==> src/rtl/alu_pkg.sv <==
// Shared widths, ALU opcode constants and sequencer state encoding.
// The optional divide-by-zero trap is enabled with ALU_DIV0_TRAP_EN.
package alu_pkg;

  localparam int DW   = 8;
  localparam int NREG = 4;
  localparam int RAW  = $clog2(NREG);

  localparam logic [3:0] OP_ADD  = 4'd0;
  localparam logic [3:0] OP_SUB  = 4'd1;
  localparam logic [3:0] OP_MUL  = 4'd2;
  localparam logic [3:0] OP_DIV  = 4'd3;
  localparam logic [3:0] OP_MOD  = 4'd4;
  localparam logic [3:0] OP_LAND = 4'd5;
  localparam logic [3:0] OP_LOR  = 4'd6;
  localparam logic [3:0] OP_LNOT = 4'd7;
  localparam logic [3:0] OP_AND  = 4'd8;
  localparam logic [3:0] OP_OR   = 4'd9;
  localparam logic [3:0] OP_XOR  = 4'd10;
  localparam logic [3:0] OP_NOT  = 4'd11;
  localparam logic [3:0] OP_SHL  = 4'd12;
  localparam logic [3:0] OP_SHR  = 4'd13;
  localparam logic [3:0] OP_INC  = 4'd14;
  localparam logic [3:0] OP_DEC  = 4'd15;

  typedef enum logic [1:0] {
    IDLE = 2'd0,
    EXEC = 2'd1,
    RESP = 2'd2
  } state_t;

endpackage

==> src/rtl/alu_regfile.sv <==
// NREG x DW register file: two asynchronous read ports, one synchronous
// write port, asynchronous reset of every entry to zero.
module alu_regfile
  import alu_pkg::*;
(
  input  logic           clk,
  input  logic           rst,
  input  logic [RAW-1:0] raddr_a,
  input  logic [RAW-1:0] raddr_b,
  output logic [DW-1:0]  rdata_a,
  output logic [DW-1:0]  rdata_b,
  input  logic           we,
  input  logic [RAW-1:0] waddr,
  input  logic [DW-1:0]  wdata
);

  logic [DW-1:0] regs [NREG];

  always_ff @(posedge clk or posedge rst) begin
    if (rst) begin
      for (int i = 0; i < NREG; i++) regs[i] <= '0;
    end else if (we) begin
      regs[waddr] <= wdata;
    end
  end

  assign rdata_a = regs[raddr_a];
  assign rdata_b = regs[raddr_b];

endmodule

==> src/rtl/alu_op_sequencer.sv <==
// Serial command sequencer in front of the 8-bit combinational ALU.
// Build option ALU_DIV0_TRAP_EN adds the err port and the div/mod-by-zero trap.
//
// Handshakes: a transfer happens on a rising edge where valid && ready are
// both high. cmd_ready is high only in IDLE; res_valid rises entering RESP and
// holds res_data/res_dst stable until the edge that sees res_ready high.
module alu_op_sequencer
  import alu_pkg::*;
(
  input  logic           clk,
  input  logic           rst,
  input  logic           cmd_valid,
  output logic           cmd_ready,
  input  logic [3:0]     cmd_opcode,
  input  logic [RAW-1:0] cmd_dst,
  input  logic [RAW-1:0] cmd_srca,
  input  logic [RAW-1:0] cmd_srcb,
  input  logic           cmd_imm_sel,
  input  logic [DW-1:0]  cmd_imm,
  output logic [DW-1:0]  a,
  output logic [DW-1:0]  b,
  output logic [3:0]     opcode,
  input  logic [DW-1:0]  op,
  output logic           res_valid,
  input  logic           res_ready,
  output logic [DW-1:0]  res_data,
  output logic [RAW-1:0] res_dst,
  output logic [1:0]     state_dbg
`ifdef ALU_DIV0_TRAP_EN
  ,
  output logic           err
`endif
);

  state_t         state, state_nxt;
  logic [RAW-1:0] dst_q;
  logic [DW-1:0]  rdata_a, rdata_b;
  logic           reg_we;
  logic           trap;

  alu_regfile u_regfile (
    .clk     (clk),
    .rst     (rst),
    .raddr_a (cmd_srca),
    .raddr_b (cmd_srcb),
    .rdata_a (rdata_a),
    .rdata_b (rdata_b),
    .we      (reg_we),
    .waddr   (dst_q),
    .wdata   (op)
  );

`ifdef ALU_DIV0_TRAP_EN
  assign trap = (state == EXEC) && ((opcode == OP_DIV) || (opcode == OP_MOD)) && (b == '0);
`else
  assign trap = 1'b0;
`endif

  assign state_dbg = state;

  always_ff @(posedge clk or posedge rst) begin
    if (rst) state <= IDLE;
    else     state <= state_nxt;
  end

  always_comb begin
    state_nxt = state;
    cmd_ready = 1'b0;
    reg_we    = 1'b0;
    case (state)
      IDLE: begin
        cmd_ready = 1'b1;
        if (cmd_valid) state_nxt = EXEC;
      end
      EXEC: begin
        reg_we    = !trap;
        state_nxt = RESP;
      end
      RESP: begin
        if (res_ready) state_nxt = IDLE;
      end
      default: state_nxt = IDLE;
    endcase
  end

  // Operands are read at accept, so a same-register dst sees the old value.
  always_ff @(posedge clk or posedge rst) begin
    if (rst) begin
      a         <= '0;
      b         <= '0;
      opcode    <= '0;
      dst_q     <= '0;
      res_data  <= '0;
      res_dst   <= '0;
      res_valid <= 1'b0;
    end else begin
      case (state)
        IDLE: begin
          if (cmd_valid) begin
            a      <= rdata_a;
            b      <= cmd_imm_sel ? cmd_imm : rdata_b;
            opcode <= cmd_opcode;
            dst_q  <= cmd_dst;
          end
        end
        EXEC: begin
          res_data  <= trap ? '0 : op;
          res_dst   <= dst_q;
          res_valid <= 1'b1;
        end
        RESP: begin
          if (res_ready) res_valid <= 1'b0;
        end
        default: ;
      endcase
    end
  end

`ifdef ALU_DIV0_TRAP_EN
  always_ff @(posedge clk or posedge rst) begin
    if (rst) err <= 1'b0;
    else     err <= trap;
  end
`endif

endmodule

==> config.mk <==
export PLATFORM = sky130hd
export DESIGN_NAME = alu_op_sequencer
export DESIGN_NICKNAME = d
export VERILOG_FILES = /design/src/rtl/alu_pkg.sv /design/src/rtl/alu_regfile.sv /design/src/rtl/alu_op_sequencer.sv
export SDC_FILE = /design/constraint.sdc
export NUM_CORES = 1
export LEC_CHECK = 0
export BUFFER_PORTS_ARGS = -buffer_cell sky130_fd_sc_hd__buf_2
export CAP_MARGIN = 10
export CORE_MARGIN = 1.5
export CORE_UTILIZATION = 49
export DETAILED_ROUTE_END_ITERATION = 6
export PLACE_DENSITY = 0.76
export REMOVE_ABC_BUFFERS = 1
export SLEW_MARGIN = 10
export SYNTH_ARGS = -nofsm -noshare
export SYNTH_HDL_FRONTEND = slang
export SYNTH_SLANG_ARGS = --single-unit
==> constraint.sdc <==
create_clock -name clk -period 2.2 [get_ports clk]
set_input_delay 0.66 -clock clk [delete_from_list [all_inputs] [get_ports clk]]
set_output_delay 0.66 -clock clk [all_outputs]
set_load 0.01 [all_outputs]
==> results of run 1 <==
==> cells by family after synthesis <==
family          Yosys count  synth area share (%)
compound gates           11                  1.84
simple gates             20                  4.72
mux                      79                  35.4
buf+inv                  13                  2.05
flops                    67                  56.0
==> metrics by stage <==
| stage | power (uW) | cells | setup WS [ps] | hold WS, ps |
|---|---|---|---|---|
| finish | 5240 | 336 | 361 | 375 |
| CTS | 5300 | 336 | 335 | 384 |
| detailed placement | 4220 | 320 | 308 | 473 |
| floorplan | 3520 | 179 | -143 | 491 |
| global placement | 4110 | 320 | 328 | 469 |
| global route | 5610 | 336 | 242 | 394 |
==> per-layer routing <==
| metal | wire length (um) | global-route usage (%) | part of all wire [%] |
|---|---|---|---|
| met1 | 2510 | 26.4 | 43 |
| met5 | 0 | 0 | 0 |
| met2 | 3010 | 32.3 | 51 |
| met4 | 101 | 7.76 | 1.7 |
| met3 | 252 | 6.63 | 4.3 |
==> critical path: stages (launching register included) <==
cell and delay [ps]:
dfrtp_1 570, nand2b_4 240, nor3b_4 520, mux2_2 390
==> registers in the layout (all words and copies together) (netlist names) <==
signal          flops
res_dst             2
res_data            8
u_regfile.regs     32
res_valid           1
a                   8
b                   8
state_dbg           2
opcode              4
dst_q               2
==> layout by cell type, fill, tap and decap left out <==
cell and n:
nor2_1 9, nor2_2 1, mux2i_1 8, nand2_1 3, inv_1 1, mux2_2 55, a21oi_1 10, o21ai_0 1
clkbuf_8 12, nor3b_4 2, nand4b_2 1, nand3b_1 1, buf_2 64, nor3_4 1, dfrtp_1 67, nand2b_4 1
bufinv_16 1, mux4_2 16, nand2b_1 1, inv_2 1, clkinvlp_4 2, buf_12 2, clkbuf_1 1
==> final timing paths <==
path / from / end / slack (ps) / cells past startpoint
worst min-delay path: rst / b[3] / 370 / 3
max in group asynchronous: rst / u_regfile.regs[27] / 1550 / 3
worst max-delay path: state_dbg[0] / u_regfile.regs[12] / 360 / 3
min in group clk: res_dst[0] / res_dst[0] / 490 / 2
worst max register to register: state_dbg[0] / u_regfile.regs[12] / 360 / 3
worst min register to register: res_dst[0] / res_dst[0] / 490 / 2
==> power groups by stage <==
stage / Combinational, uW / Sequential, uW / Clock (uW)
final: 1870 / 2300 / 1070
after global routing: 2040 / 2400 / 1160
after CTS: 1900 / 2300 / 1100
after detailed placement: 1900 / 2320 / 0
after global placement: 1830 / 2280 / 0
after floorplan: 1150 / 2360 / 0
==> final cells by class <==
cell class,count,area (sq um),share of cell area [%]
Tap cell,75,93.8,2.60
Inverter,2,7.51,0.208
Timing Repair Buffer,66,360,9.97
Multi-Input combinational cell,110,1260,34.9
Clock buffer,13,169,4.67
Sequential cell,67,1680,46.4
Clock inverter,3,45.0,1.25
==> out/metrics.yaml, run 1 <==
core_area_sq_mm: 0.00592
gp_congestion: 0.755
drive_gt1_share_pct: 60.9
clock-root-buffer: "clkbuf_8"
rsz0062_at_grt: "false"
ys_types: 22
startpoint_type: "flop"
yosysWarnings: 0
placementRows: 28
synth_top_cell_area_share_pct: 56.0
avgRoutedWirePerCell_um: 17.5
worst_clock_skew_ps: 5.77
drt_iter0_drc: 126
setup_tns_ps: 0
postSynthAreaPerCell_sq_um: 15.8
vias: 1820
setup_viol: 0
hold_violations: 0
dr.pass1.iters: 4
worst_slew_margin_rel_pct: 65.9
syn_inst: 190
clockPowerShare_pct: 20.5
nFillCells: 471
p_int_uw: 3580
chipHeight_um: 81.2
sw_frac_of_total_pct: 31.6
nNetsFinal: 287
cts_tree: "done"
outcome: "completed"
power_density_mw_per_mm2: 1450
synth_area_leaders: "dfrtp_1 56%, mux2_2 21%, mux4_2 12%"
fmax_mhz: 544
fin_crit_sh_pct: 83.6
yosysMostFrequentCell: "dfrtp_1"
min_period_ps: 1840
yosysTopAreaCell: "dfrtp_1"
ir_worst_vdd_v: 0.000868
drc: 0
cts.path.max_buffers: 2
yosysSeqAreaShare_pct: 56.0
crit_required_ps: 2430
grt_max_degree: 68
start_util_pct: 50.6
ys_dominant_reg_cell: "dfrtp_1"
area_growth_syn_to_layout_pct: 20.7
io_pins: 65
hpwl_um: 3940
tightest_slew_ps: 511
final_area_sq_mm: 0.00361
die-area_sq_mm: 0.00659
drv_slew: 0
num_antenna_cells: 0
p_switching_uw: 1650
synth-edff-count: 0
ys_ff_latch: 67
die_x_um: 81.2
path_class: "reg2reg"
wirelength_um: 5870
antenna_found_initial: 0
h-tree-depth: 3
netlist_top_cells_count: "67 x dfrtp_1, 55 x mux2_2, 16 x mux4_2, 10 x a21oi_1, 9 x nor2_1"
end_kind: "flop"
place_area_sq_mm: 0.00340
clkLatencyLatePin_ps: 350
cap_viol_max_count: 0
pwr-share-seq_pct: 43.9
cts_hold_buffers: 0
arrival_ps: 2070
grt_pass1_vias: 1839
numCtsBuffers: 9
worstHoldPathType: "in2async"
grt-ovfl-total: 0
grt_pass1_wl_um: 9500
ctsResizeCount: 0
grt.total_usage_pct: 20.5
fin_util_pct: 61.1
cts_setup_buffers: 0
cts_sinks: 67
syn-cell-area_sq_mm: 0.00299
async_flop_share_pct: 100
portBuffers: 64
leakagePower_uw: 0.00163
critPathMaxFanout: 13
vias_per_cell: 5.42
combPwrFrac_pct: 35.6
ant_nets: 0
clk_pin_slew_ps: 70
Note: power is estimated with default switching activity, not from simulation.
==> run 2, diff against run 1 <==
clock period = 1.6 ns   (was 2.2 ns; I/O delays follow)
==> run 2 against run 1 <==
Clock skew about the same. Highest routed layer unchanged. Clock power increased by 20%. Largest power group unchanged. First-iteration DRC count decreased by 40%. Critical path type is now reg2out. Sequential power increased by 37%. Power increased by 36%. Register-to-register slack got worse by 300 ps. Critical endpoint is now cmd_ready. Core utilization increased by 1.8 points. Die area unchanged. Cell count increased by 3.0%.
==> out/metrics.yaml, run 2 (synthesis gave the netlist of run 1 again) <==
cts.path.max_buffers: 2
endpoint: "cmd_ready"
r2r_end: "u_regfile.regs[11]"
largest_register_ffs: 32
worst_slew_margin_rel_pct: 74.0
start_util_pct: 50.6
drt_iter0_drc: 75
pre_cts_ws_ps: -57.6
cap_viol_max_count: 0
path_class: "reg2out"
num_antenna_cells: 0
h-tree-depth: 3
p_int_uw: 4870
critPathLaunch: "state_dbg[1]"
grt_max_degree: 32
area_growth_syn_to_layout_pct: 24.3
final_area_sq_mm: 0.00372
fin_hold_ws_ps: 122
cp_cell_sequence: "buf_6, nor2_1, buf_2"
die-area_sq_mm: 0.00659
grt-ovfl-total: 0
worstHoldPathType: "in2async"
power_density_mw_per_mm2: 1920
rsz0062_at_grt: "true"
crit_required_ps: 1120
vias: 1878
combPwrFrac_pct: 38.1
placementRows: 28
max_stage_delay_ps: 420
grt_pass1_vias: 1863
grt.total_usage_pct: 21.3
cts_tree: "done"
clock-root-buffer: "clkbuf_8"
largest-register: "u_regfile.regs"
setup_tns_ps: 0
gp_congestion: 0.706
numCtsBuffers: 9
gr-max-usage-layer: "met2"
avgRoutedWirePerCell_um: 17.6
mostFrequentLayoutCells: "65 x dfrtp_1, 64 x buf_2, 55 x mux2_2"
leakagePower_uw: 0.00169
io_pins: 65
drc: 0
dr.pass1.iters: 4
die_x_um: 81.2
clkLatencyLatePin_ps: 330
final_common_cell: "dfrtp_1"
nNetsFinal: 298
grtUsageMet1_pct: 28.6
setup_slack_ps: 36.5
fin_crit_sh_pct: 97.7
grt_pass1_wl_um: 9920
arrival_ps: 1080
vias_per_cell: 5.43
fmax_mhz: 640
outcome: "completed"
chipHeight_um: 81.2
clk_pin_slew_ps: 70
place_area_sq_mm: 0.00352
met3_usage_pct: 4.72
ir_worst_vdd_v: 0.00106
core_area_sq_mm: 0.00592
met2_usage_pct: 33.8
ant_nets: 0
cts_sinks: 67
end_kind: "output port"
critPathMaxFanout: 5
ff2ff_path_depth: 5
drive_gt1_share_pct: 63.1
hpwl_um: 4280
setup_viol: 0
pwr-share-seq_pct: 44.0
portBuffers: 64
clockPowerShare_pct: 17.9
antenna_found_initial: 0
p_switching_uw: 2270
min_period_ps: 1560
wirelength_um: 6100
tightest_slew_ps: 389
sw_frac_of_total_pct: 31.8
startpoint_type: "flop"
regToRegSetupSlack_ps: 60
reg2reg_from: "state_dbg[1]"
worst_clock_skew_ps: 5.72
drv_slew: 0
hold_violations: 0
crit_slowest_cell: "dfrtp_2"
## run 2: metrics by stage
stage,cells,power [uW],util (%)
floorplan,179,4830,-
detailed placement,329,5880,59.4
finish,346,7140,62.9
CTS,346,7200,62.7
global placement,329,5730,59.4
global route,346,7640,62.9
## run 2: final cells by class
class / instances / area, sq um
clock buffers: 13 / 169
clock inverters: 2 / 10.0
fillers: 454 / 2200
inverters: 2 / 7.51
multi-input cells: 110 / 1260
flip-flops and latches: 67 / 1680
well taps: 75 / 93.8
repair buffers: 77 / 500
## run 2: per-layer routing
layer  wire [um]  up-vias
li1            -      855
met1        2710      978
met2        3100       40
met3         225        5
met4          60        0
met5           0        -
## run 2: what timing repair did
action                                  4_1_cts  5_1_grt
hold buffers                                  0        0
gates resized for setup                       2        2
pin swaps                                     0        1
setup buffers                                 2        0
endpoints found under the setup margin        1        9
## run 2: worst min path at each step
stage / start / to / slack, ps / cells past startpoint
4_1_cts: rst / res_data[0] / 120 / 2
3_5_place_dp: res_dst[0] / res_dst[0] / 470 / 2
3_3_place_gp: res_dst[0] / res_dst[0] / 460 / 2
2_1_floorplan: u_regfile.regs[0] / u_regfile.regs[0] / 490 / 1
5_1_grt: rst / res_data[5] / 130 / 2
6_report: rst / res_data[5] / 120 / 2
## run 2: worst max-delay path: cells and delay by family, from the launching register on
family	cells	cell delay, ps
buffers and inverters	2	260
DFF	1	420
and+or+nand+nor	1	70
## run 2: power by group through the flow
stage	logic [uW]	registers, uW	clock network, uW
final	2720	3140	1280
after global routing	2980	3270	1380
after CTS	2760	3140	1300
after detailed placement	2710	3180	0
after global placement	2600	3130	0
after floorplan	1580	3250	0
==> run 3, diff against run 2 <==
ABC_AREA = 1   (was default)
CORE_UTILIZATION = 50   (was 49)
==> run 3 against run 2 <==
Sequential power increased by 1%. Power fell by 1.5%. Non-clock buffer count is 6 lower. Setup slack better by 30 ps. Critical path depth shrank 1. Via count grew 46%. Clock power shrank 4%. Largest cell class unchanged. Largest power group unchanged. Highest routed layer unchanged.
==> out/metrics.yaml, run 3 <==
numCtsBuffers: 9
clock-root-buffer: "clkbuf_8"
portBuffers: 64
ant_nets: 0
worst_clock_skew_ps: 9.06
power_density_mw_per_mm2: 1870
leakagePower_uw: 0.00206
vias: 2735
largest-register: "u_regfile.regs"
syn-cell-area_sq_mm: 0.00328
grt_max_degree: 68
worstHoldPathType: "in2async"
synth-edff-count: 0
hold_violations: 0
drv_slew: 0
syn_inst: 417
final_common_cell: "nand2_1"
grt_pass1_vias: 2524
startpoint_type: "flop"
min_period_ps: 1530
die-area_sq_mm: 0.00705
netlist_top_cells_count: "175 x nand2_1, 67 x dfrtp_1, 48 x nor2_1, 24 x inv_1, 24 x o21ai_1"
nFillCells: 619
clockPowerShare_pct: 17.5
clkLatencyLatePin_ps: 340
fin_crit_sh_pct: 95.8
io_pins: 65
yosysWarnings: 0
ys_types: 18
p_switching_uw: 2830
ys_dominant_reg_cell: "dfrtp_1"
crit_required_ps: 1120
nNetsFinal: 511
cts_tree: "done"
cts_hold_buffers: 0
yosysSeqAreaShare_pct: 51.1
fin_hold_ws_ps: 176
worst_slew_margin_rel_pct: 69.5
h-tree-depth: 3
tightest_slew_ps: 457
pre_cts_ws_ps: 263
multi_input_area_sq_mm: 0.00134
gp_congestion: 0.901
cts.path.max_buffers: 2
drt_iter0_drc: 238
synth_area_leaders: "dfrtp_1 51%, nand2_1 20%, nor2_1 5.5%"
crit_slowest_cell: "dfrtp_1"
p_int_uw: 4210
drc: 0
fmax_mhz: 652
yosysTopAreaCell: "dfrtp_1"
largest_register_ffs: 32
chipHeight_um: 84.0
async_flop_share_pct: 100
setup_viol: 0
drive_gt1_share_pct: 22.2
path_class: "reg2out"
die_x_um: 84.0
antenna_found_initial: 0
dpl.cell_count: 545
hpwl_um: 4990
reg2reg_from: "state_dbg[1]"
final_cells: 560
postSynthAreaPerCell_sq_um: 7.86
critPathMaxFanout: 3
critPathLaunch: "state_dbg[0]"
rsz0062_at_grt: "false"
clk_pin_slew_ps: 70
area_growth_syn_to_layout_pct: 15.0
grt_pass1_wl_um: 12500
core_area_sq_mm: 0.00635
ys_ff_latch: 67
pwr-share-seq_pct: 45.2
cp_cell_sequence: "nor2_2, buf_2"
yosysMostFrequentCell: "nand2_1"
ir_worst_vdd_v: 0.000983
regArea_sq_mm: 0.00168
sw_frac_of_total_pct: 40.2
cap_viol_max_count: 0
num_antenna_cells: 0
dr.pass1.iters: 4
cts_sinks: 67
synth_top_cell_area_share_pct: 51.1
arrival_ps: 1050
grt-ovfl-total: 0
placementRows: 29
grt.total_usage_pct: 22.5
start_util_pct: 51.6
end_kind: "output port"
combPwrFrac_pct: 37.3
outcome: "completed"
max_stage_delay_ps: 410
avgRoutedWirePerCell_um: 12.9
vias_per_cell: 4.88
setup_slack_ps: 66.5
wirelength_um: 7230
mostFrequentLayoutCells: "175 x nand2_1, 66 x dfrtp_1, 64 x buf_2"
==> run 3: routing by layer <==
layer | wire [um] | track usage (%) | up-vias
li1 | - | - | 1422
met1 | 3460 | 32.8 | 1229
met2 | 3210 | 33.3 | 76
met3 | 469 | 4.55 | 8
met4 | 93 | 8.49 | 0
met5 | 0 | 0 | -
==> run 3: power groups by stage <==
| stage | Clock [uW] | Combinational (uW) | Sequential [uW] |
|---|---|---|---|
| 6_report | 1230 | 2630 | 3180 |
| 5_1_grt | 1330 | 3010 | 3280 |
| 4_1_cts | 1250 | 2630 | 3190 |
| 3_5_place_dp | 0 | 2610 | 3200 |
| 3_3_place_gp | 0 | 2520 | 3180 |
| 2_1_floorplan | 0 | 1550 | 3260 |
==> run 3: metrics by stage <==
step | power, uW | TNS (ps) | cell area [sq um] | utilization (%)
2_1_floorplan | 4810 | -37730 | 3120 | -
3_3_place_gp | 5690 | 0 | 3590 | 56.6
3_5_place_dp | 5820 | 0 | 3590 | 56.6
4_1_cts | 7070 | 0 | 3760 | 59.3
5_1_grt | 7620 | 0 | 3770 | 59.4
6_report | 7030 | 0 | 3770 | 59.4
==> run 3: cells by family after synthesis <==
group                  count (synthesis)  synth area share [%]
buffers and inverters                 47                  8.09
and+or+nand+nor                      249                  31.6
AOI/OAI and AO/OA                     54                  9.16
DFF                                   67                  51.1
==> run 3: worst paths after layout <==
kind	end	slack, ps	cells past startpoint
worst max register to register	u_regfile.regs[15]	240	5
min in group clk	opcode[1]	330	3
max in group asynchronous	b[3]	1100	3
worst min register to register	b[6]	470	2
worst max-delay path	cmd_ready	70	2
worst min-delay path	opcode[1]	180	3
==> run 3: cell type report <==
cell class / count / area share, %
multi-input cells: 303 / 35.5
inverters: 28 / 2.79
clock buffers: 12 / 4.12
clock inverters: 2 / 0.332
flip-flops and latches: 67 / 44.5
repair buffers: 71 / 10.2
well taps: 77 / 2.56
==> run 3: what timing repair did <==
item	in CTS	in global routing
resized for setup	1	0
hold endpoints to repair	0	0
endpoints found under the setup margin	1	1
gates cloned	0	0
setup buffers	0	1
==> run 3: worst max-delay path, delay by kind of cell (launching register included) <==
kind                   cells  cell delay (ps)
flip-flops                 1              410
AND/OR/NAND/NOR            1              150
buffers and inverters      1              150
